===== src/rtl/eth_measurer_stats.sv =====
// Latency statistics and result-record FIFO placed after the measurer coordinator.
// Define ETH_MEASURER_STATS_TIMESTAMP_EN to prefix each record with a 64-bit cycle timestamp.
module eth_measurer_stats #(
  parameter int FIFO_DEPTH = 16,
`ifdef ETH_MEASURER_STATS_TIMESTAMP_EN
  localparam int RW = 128,
`else
  localparam int RW = 64,
`endif
  localparam int LW = $clog2(FIFO_DEPTH) + 1
) (
  input  logic          clk,
  input  logic          rst_n,
  input  logic          clear,
  input  logic          done,
  input  logic [31:0]   ping_time,
  input  logic [31:0]   pong_time,
  input  logic          rd_en,
  output logic          rd_valid,
  output logic [RW-1:0] rd_data,
  output logic [LW-1:0] fifo_level,
  output logic [31:0]   fifo_overflows,
  output logic [63:0]   ping_count,
  output logic [31:0]   ping_min,
  output logic [31:0]   ping_max,
  output logic [63:0]   ping_sum,
  output logic [63:0]   pong_count,
  output logic [31:0]   pong_min,
  output logic [31:0]   pong_max,
  output logic [63:0]   pong_sum
);

  localparam int AW = $clog2(FIFO_DEPTH);
  localparam int PW = AW + 1;
  localparam logic [31:0] LOST = 32'hFFFF_FFFF;

  logic [PW-1:0] wr_ptr_reg;
  logic [PW-1:0] rd_ptr_reg;
  logic [PW-1:0] level;
  logic [AW-1:0] rd_addr_inc;
  logic [RW-1:0] mem [FIFO_DEPTH];
  logic [RW-1:0] rd_data_reg;
  logic [RW-1:0] rd_data_next;
  logic [RW-1:0] rec;
  logic [31:0]   ovf_reg;
  logic          empty;
  logic          full;
  logic          push;
  logic          pop;
  logic          accept;
  logic          overflow;

`ifdef ETH_MEASURER_STATS_TIMESTAMP_EN
  logic [63:0] ts_reg;

  // Free-running; deliberately not affected by clear.
  always_ff @(posedge clk or negedge rst_n) begin
    if (!rst_n) begin
      ts_reg <= 64'd0;
    end else begin
      ts_reg <= ts_reg + 64'd1;
    end
  end

  assign rec = {ts_reg, ping_time, pong_time};
`else
  assign rec = {ping_time, pong_time};
`endif

  assign level       = wr_ptr_reg - rd_ptr_reg;
  assign empty       = (wr_ptr_reg == rd_ptr_reg);
  assign full        = (wr_ptr_reg[AW] != rd_ptr_reg[AW]) &&
                       (wr_ptr_reg[AW-1:0] == rd_ptr_reg[AW-1:0]);
  assign push        = done && !clear;
  assign pop         = rd_en && !empty && !clear;
  assign accept      = push && (!full || pop);
  assign overflow    = push && full && !pop;
  assign rd_addr_inc = rd_ptr_reg[AW-1:0] + AW'(1);

  // Head register: loads the incoming record when it becomes the only entry,
  // otherwise the entry behind the one being popped; holds when draining to empty.
  always_comb begin
    rd_data_next = rd_data_reg;
    if (accept && (empty || (pop && level == PW'(1)))) begin
      rd_data_next = rec;
    end else if (pop && level != PW'(1)) begin
      rd_data_next = mem[rd_addr_inc];
    end
  end

  always_ff @(posedge clk) begin
    if (accept) begin
      mem[wr_ptr_reg[AW-1:0]] <= rec;
    end
  end

  always_ff @(posedge clk or negedge rst_n) begin
    if (!rst_n) begin
      wr_ptr_reg  <= '0;
      rd_ptr_reg  <= '0;
      ovf_reg     <= '0;
      rd_data_reg <= '0;
    end else begin
      rd_data_reg <= rd_data_next;
      if (clear) begin
        wr_ptr_reg <= '0;
        rd_ptr_reg <= '0;
        ovf_reg    <= '0;
      end else begin
        if (accept) begin
          wr_ptr_reg <= wr_ptr_reg + PW'(1);
        end
        if (pop) begin
          rd_ptr_reg <= rd_ptr_reg + PW'(1);
        end
        if (overflow && ovf_reg != 32'hFFFF_FFFF) begin
          ovf_reg <= ovf_reg + 32'd1;
        end
      end
    end
  end

  logic [31:0] sample [2];
  assign sample[0] = ping_time;
  assign sample[1] = pong_time;

  // Channel 0 tracks ping latencies, channel 1 pong latencies.
  generate
    for (genvar gi = 0; gi < 2; gi++) begin : g_stat
      logic [63:0] count_reg;
      logic [63:0] sum_reg;
      logic [31:0] min_reg;
      logic [31:0] max_reg;
      logic        valid;

      assign valid = done && !clear && (sample[gi] != LOST);

      always_ff @(posedge clk or negedge rst_n) begin
        if (!rst_n) begin
          count_reg <= '0;
          sum_reg   <= '0;
          min_reg   <= '1;
          max_reg   <= '0;
        end else if (clear) begin
          count_reg <= '0;
          sum_reg   <= '0;
          min_reg   <= '1;
          max_reg   <= '0;
        end else if (valid) begin
          count_reg <= count_reg + 64'd1;
          sum_reg   <= sum_reg + {32'd0, sample[gi]};
          if (sample[gi] < min_reg) begin
            min_reg <= sample[gi];
          end
          if (sample[gi] > max_reg) begin
            max_reg <= sample[gi];
          end
        end
      end
    end
  endgenerate

  assign ping_count     = g_stat[0].count_reg;
  assign ping_sum       = g_stat[0].sum_reg;
  assign ping_min       = g_stat[0].min_reg;
  assign ping_max       = g_stat[0].max_reg;
  assign pong_count     = g_stat[1].count_reg;
  assign pong_sum       = g_stat[1].sum_reg;
  assign pong_min       = g_stat[1].min_reg;
  assign pong_max       = g_stat[1].max_reg;
  assign rd_valid       = !empty;
  assign rd_data        = rd_data_reg;
  assign fifo_level     = level;
  assign fifo_overflows = ovf_reg;

endmodule


===== config.mk =====
export PLATFORM = sky130hd
export DESIGN_NAME = eth_measurer_stats
export DESIGN_NICKNAME = d
export VERILOG_FILES = /design/src/rtl/eth_measurer_stats.sv
export SDC_FILE = /design/constraint.sdc
export NUM_CORES = 2
export LEC_CHECK = 0
export BUFFER_PORTS_ARGS = -buffer_cell sky130_fd_sc_hd__buf_2
export CAP_MARGIN = 30
export CORE_MARGIN = 2
export CORE_UTILIZATION = 42
export DETAILED_ROUTE_END_ITERATION = 7
export PLACE_DENSITY = 0.69
export SKIP_CTS_REPAIR_TIMING = 1
export SLEW_MARGIN = 20
export SYNTH_ARGS = -nofsm -noshare
export SYNTH_HDL_FRONTEND = slang
export SYNTH_SLANG_ARGS = --single-unit

===== constraint.sdc =====
create_clock -name clk -period 11.86 [get_ports clk]
set_input_delay 0.593 -clock clk [delete_from_list [all_inputs] [get_ports clk]]
set_output_delay 0.593 -clock clk [all_outputs]
set_load 0.02 [all_outputs]

Word-level counts from Yosys, hierarchy flattened --
Memory sizes are Yosys's and may differ from the RTL's. Cells that the tools add are included.
Storage, ports and cells: register bits 490, memory bits (writable) 1024, input port bits 69, output and inout bits 486, word-level logic and storage cells 97, memories 1
Cells by class: $add $sub $neg 9, $lt $le $gt $ge 4, eq/ne operators 8, multiplexer cells 30, reduce and logical (&&, ||, !) cells 33
Memory list:
- mem | depth 16, width 64, rd ports 1, clocked after Yosys merged registers in 0, write ports 1, line 41 | logic [RW-1:0] mem [FIFO_DEPTH];
Operators by type and width (number):
- 64-bit two-way mux | 10
- 32-bit two-way mux | 14
- 64-bit by 1-bit adder with 64-bit output (second input constant) | 2
- 64-bit by 32-bit adder with 64-bit output | 2
- 32-bit != test (second input constant) | 3
- 32-bit greater-than comparator | 2
- 32-bit less-than comparator | 2
- 32-bit by 1-bit adder with 32-bit output (second input constant) | 1
- 5-bit two-way mux | 4
- 2-bit nonzero test | 10
- 1-bit logical AND | 13
- 5-bit by 1-bit adder with 5-bit output (second input constant) | 2
- 2-bit AND reduction | 4
- 5-bit by 1-bit == test with 1-bit output (second input constant) | 1
- 5-bit == test | 1
- 5-bit by 1-bit != test with 1-bit output (second input constant) | 1
- 5-bit subtractor | 1
- 4-bit by 1-bit adder with 4-bit output (second input constant) | 1
- 4-bit == test | 1
- 1-bit zero test | 4
- 1-bit logical OR | 2
- 1-bit two-way mux | 2
- 1-bit != test | 1

Longest topological paths before layout --
depth after elaboration 9, depth in mapped cells 13, gate-level depth less buffers 11

Least setup slack after synthesis --
No wires, ideal clock.
path type register -> register, start register wr_ptr_reg[2], end memory mem[7][0] (enable), setup time 0.565 ns, arrival 5.960 ns, required time 11.295 ns, setup slack 5.335 ns, cell stages (with the launch flop) 8, path buffers 1, clock period less this slack 6.525 ns, cells stage by stage dfrtp_1 -> ha_1 -> and4_1 -> nand3b_1 -> nor2b_1 -> clkbuf_1 -> nand2_1 -> nor3_1
On the way: cells in the longest elaborated chain, start to end 8, elaborated cells between the ends (all ways) 11, classes of those cells eq/ne: 2; mux: 2; reduce/logical: 7
RTL lines:
- from (decl) | line 37 | logic [PW-1:0] wr_ptr_reg;
- from (signal assigned) | line 111 | wr_ptr_reg <= wr_ptr_reg + PW'(1);
- 5-bit == test | line 71 | assign empty = (wr_ptr_reg == rd_ptr_reg);
- 1-bit zero test | line 75 | assign pop = rd_en && !empty && !clear;
- 1-bit logical AND (2 in a row) | line 75
- 1-bit logical OR | line 76 | assign accept = push && (!full || pop);
- 1-bit logical AND | line 76
- 1-bit two-way mux | line 92 | if (accept) begin
- 1-bit two-way mux (implied by the code) | line 93 | mem[wr_ptr_reg[AW-1:0]] <= rec;
- to (decl) | line 41
Several ways; a longest one is shown, not always the timed one.

Worst setup path after layout --
start register rd_ptr_reg[0], end register rd_data_reg[44], in the netlist rd_data[44]
On the way: cells in the longest elaborated chain, start to end 8, elaborated cells between the ends (all ways) 21, classes of those cells add/sub: 2; eq/ne: 4; mux: 2; reduce/logical: 12; memory: 1
RTL lines:
- from (decl) | line 38 | logic [PW-1:0] rd_ptr_reg;
- from (signal assigned) | line 114 | rd_ptr_reg <= rd_ptr_reg + PW'(1);
- parallel branches: the longest is 8 deep, another holds memory 16 x 64 bit
- to (signal assigned) | line 104 | rd_data_reg <= rd_data_next;
- to (decl) | line 42 | logic [RW-1:0] rd_data_reg;
Several ways; the timed one is not identified. The select of a mux whose other input is x is not followed. A chain may end at the register's enable or synchronous reset.

==> flow_summary.toml <==
[synthesis]
synthAdderAreaFrac = 0.0382
synth_cell_types = 86
async_flop_share = 0.324
synth_xor_area_frac = 0.0176
synth.avg_cell_area_um2 = 14.7
synth_edf_count = 1024
ys_seq_area_frac = 0.636
yosysTopAreaCell = "edfxtp_1"
synth_compound_area_frac = 0.0547
synth_simple_gate_area_share = 0.0850
yosys_warnings = 0
synthTopCellsByArea = "edfxtp_1 45%, dfrtp_1 16%, mux4_2 11%"
synth_ff_type = "edfxtp_1"
syn_inst = 4600
yosysTopAreaCellShare = 0.454
synthMuxAreaShare = 0.146
synth-seq-cells = 1514
synth_top_family_by_area = "multiplexers"
synth_nets = 4874
synth_area_um2 = 67700

[detailed_routing]
ant_nets = 0
wire_per_inst_um = 26.1
drt_iter0_drc = 4427
via_per_inst = 5.77
first_pass_iters = 6
routed_wl_mm = 195
vias = 43151
drc = 0

[timing]
slew_viol_final = 0
fin_tns_setup_ns = 0
finClkSkew_ns = 0.0218
finalHoldViolations = 0
rsz0062_at_grt = "false"
fmax_ghz = 0.219
period_needed_ns = 4.56
whs_ns = 0.230
setup_viol = 0
tightest_slew_ns = 1.05
relSlewSlack = 0.302
finalCritPeriodShare = 0.384

[setup_path]
critPathKind = "flop to flop"
reg2reg_from = "rd_ptr_reg[0]"
crit_arrival_ns = 5.18
cp-start-kind = "flop"
endpoint_kind = "flop"
r2r_cells = 7
cp.required_ns = 12.48
reg2reg_to = "rd_data[44]"
r2r_slack_ns = 7.30
cp_max_fo = 63

[layout]
syn2layout_area_growth_pct = 15.9
seqCellArea_um2 = 43100
drive_gt1_frac = 0.259
stdcell_area_um2 = 78500
final_cell_mix = "1024 x edfxtp_1, 552 x buf_2, 425 x dfrtp_1"
nFillCells = 13698
multiInputGateArea_um2 = 23300
final_nets = 5455
fin_cells = 7474
layout_commonest_cell = "edfxtp_1"
largest_reg_flops = 1024

[floorplanning]
dieWidth_um = 406
coreArea_um2 = 160000
ios = 555
die-area_um2 = 164000
initial_core_util = 0.422
core.rowCount = 147
die_y_um = 406

[placement]
io_buffers = 554
placed_area_um2 = 73200
gp_congestion = 0.915
dp_hpwl_mm = 126
place_inst = 7176

[clocking]
cts_made_buffers = 157
cts_max_level = 4
cts.path.max_buffers = 3
path_clk_slew_ns = 0.06
tritoncts = "yes"
clock_latency_ns = 0.78
root_buffer = "clkbuf_16"
cts_num_sinks = 1514

[min_path]
hold_class = "primary input to flop"
whs_path_depth = 2
hold_start = "clear"
min_to = "ping_count[52]"

[power_and_ir_drop]
powerDensity_nw_per_um2 = 179
p_leak_uw = 0.0303
ir_drop_v = 0.000152

[job]
cap_viol_max_count = 0

[grt]
grt_pass1_wl_mm = 288
grt_antenna_before_repair = 14
grt_max_degree = 142
grt_use_total = 0.236
grt_pass1_vias = 42685
gr-total-overflow = 0

[status]
status = "finished, final reports clean"
-- area by class of cell --
cell class | instances | share of cell area
flip-flops and latches | 1514 | 0.549
diodes | 5 | 0.000159
clock buffers | 212 | 0.0554
repair buffers | 624 | 0.0451
inverters | 180 | 0.00871
clock inverters | 75 | 0.00974
multi-input cells | 2704 | 0.297
well taps | 2160 | 0.0344
-- worst max-delay path, cell delays in order, from the launching register on --
cell	delay [ns]
dfrtp_4	0.74
buf_4	0.71
ha_4	0.81
buf_4	0.87
mux4_2	0.41
mux4_2	0.48
mux2i_1	0.19
a21oi_1	0.10
-- worst max-delay path by stage --
| stage | from | to | depth (start not counted) |
|---|---|---|---|
| floorplan | wr_ptr_reg[2] | mem[7][0] | 7 |
| global placement | clear | mem[11][43] | 7 |
| detailed placement | clear | mem[11][44] | 7 |
| CTS | rd_ptr_reg[0] | rd_data[54] | 7 |
| global route | rd_ptr_reg[0] | rd_data[54] | 7 |
| finish | rd_ptr_reg[0] | rd_data[44] | 7 |
-- power by group --
part           switching, uW  internal [uW]  total, uW
Clock                   2090           2820       4910
Combinational           1740           1240       2990
Sequential               230           5890       6120
Total                   4060           9960      14000
-- cells in the mapped netlist, types with 4 or more instances --
cell type,n
nor4_1,25
nand4_1,116
buf_2,24
nor3_1,46
or3_1,30
o21bai_1,13
ha_1,202
mux4_2,320
dfstp_2,64
o2111ai_1,5
nand3_1,178
and3_1,44
nor2b_1,25
clkbuf_1,147
o31ai_1,23
a21boi_0,5
or4_1,17
xor2_1,83
nand2b_1,10
a31o_2,8
dfrtp_1,426
a21o_1,84
edfxtp_1,1024
o311ai_0,4
a21oi_1,206
a211oi_1,14
inv_1,180
a31oi_1,8
a211o_1,4
o41ai_1,6
and4_1,20
o21ai_0,146
and2_1,24
xnor2_1,53
or2_2,7
o211ai_1,22
nor2_1,313
buf_1,27
o21a_1,15
mux2i_1,191
nand2_1,303
mux2_2,70
-- per-stage QoR --
stage	utilization	power, uW	setup WS (ns)
after floorplan	-	8160	5.34
after global placement	0.455	9170	7.07
after detailed placement	0.456	9230	6.93
after CTS	0.488	14100	7.18
after global routing	0.489	14600	6.98
final	0.489	14000	7.30
-- logic make-up after synthesis --
| logic type | count (synthesis) |
|---|---|
| muxes | 581 |
| AOI/OAI and AO/OA | 596 |
| DFF | 1514 |
| adders and majority gates | 205 |
| and+or+nand+nor | 1186 |
| buffers and inverters | 382 |
| xor gates and xnor gates | 136 |
-- metal layers --
layer  track usage  share of wire  vias to the layer above
met1         0.320           0.41                    22240
met3        0.0570          0.090                      302
met2         0.373           0.47                     1792
met5             0        0.00015                        -
li1              -              -                    18811
met4        0.0833          0.034                        6
Note: power is estimated with default switching activity, not from simulation.
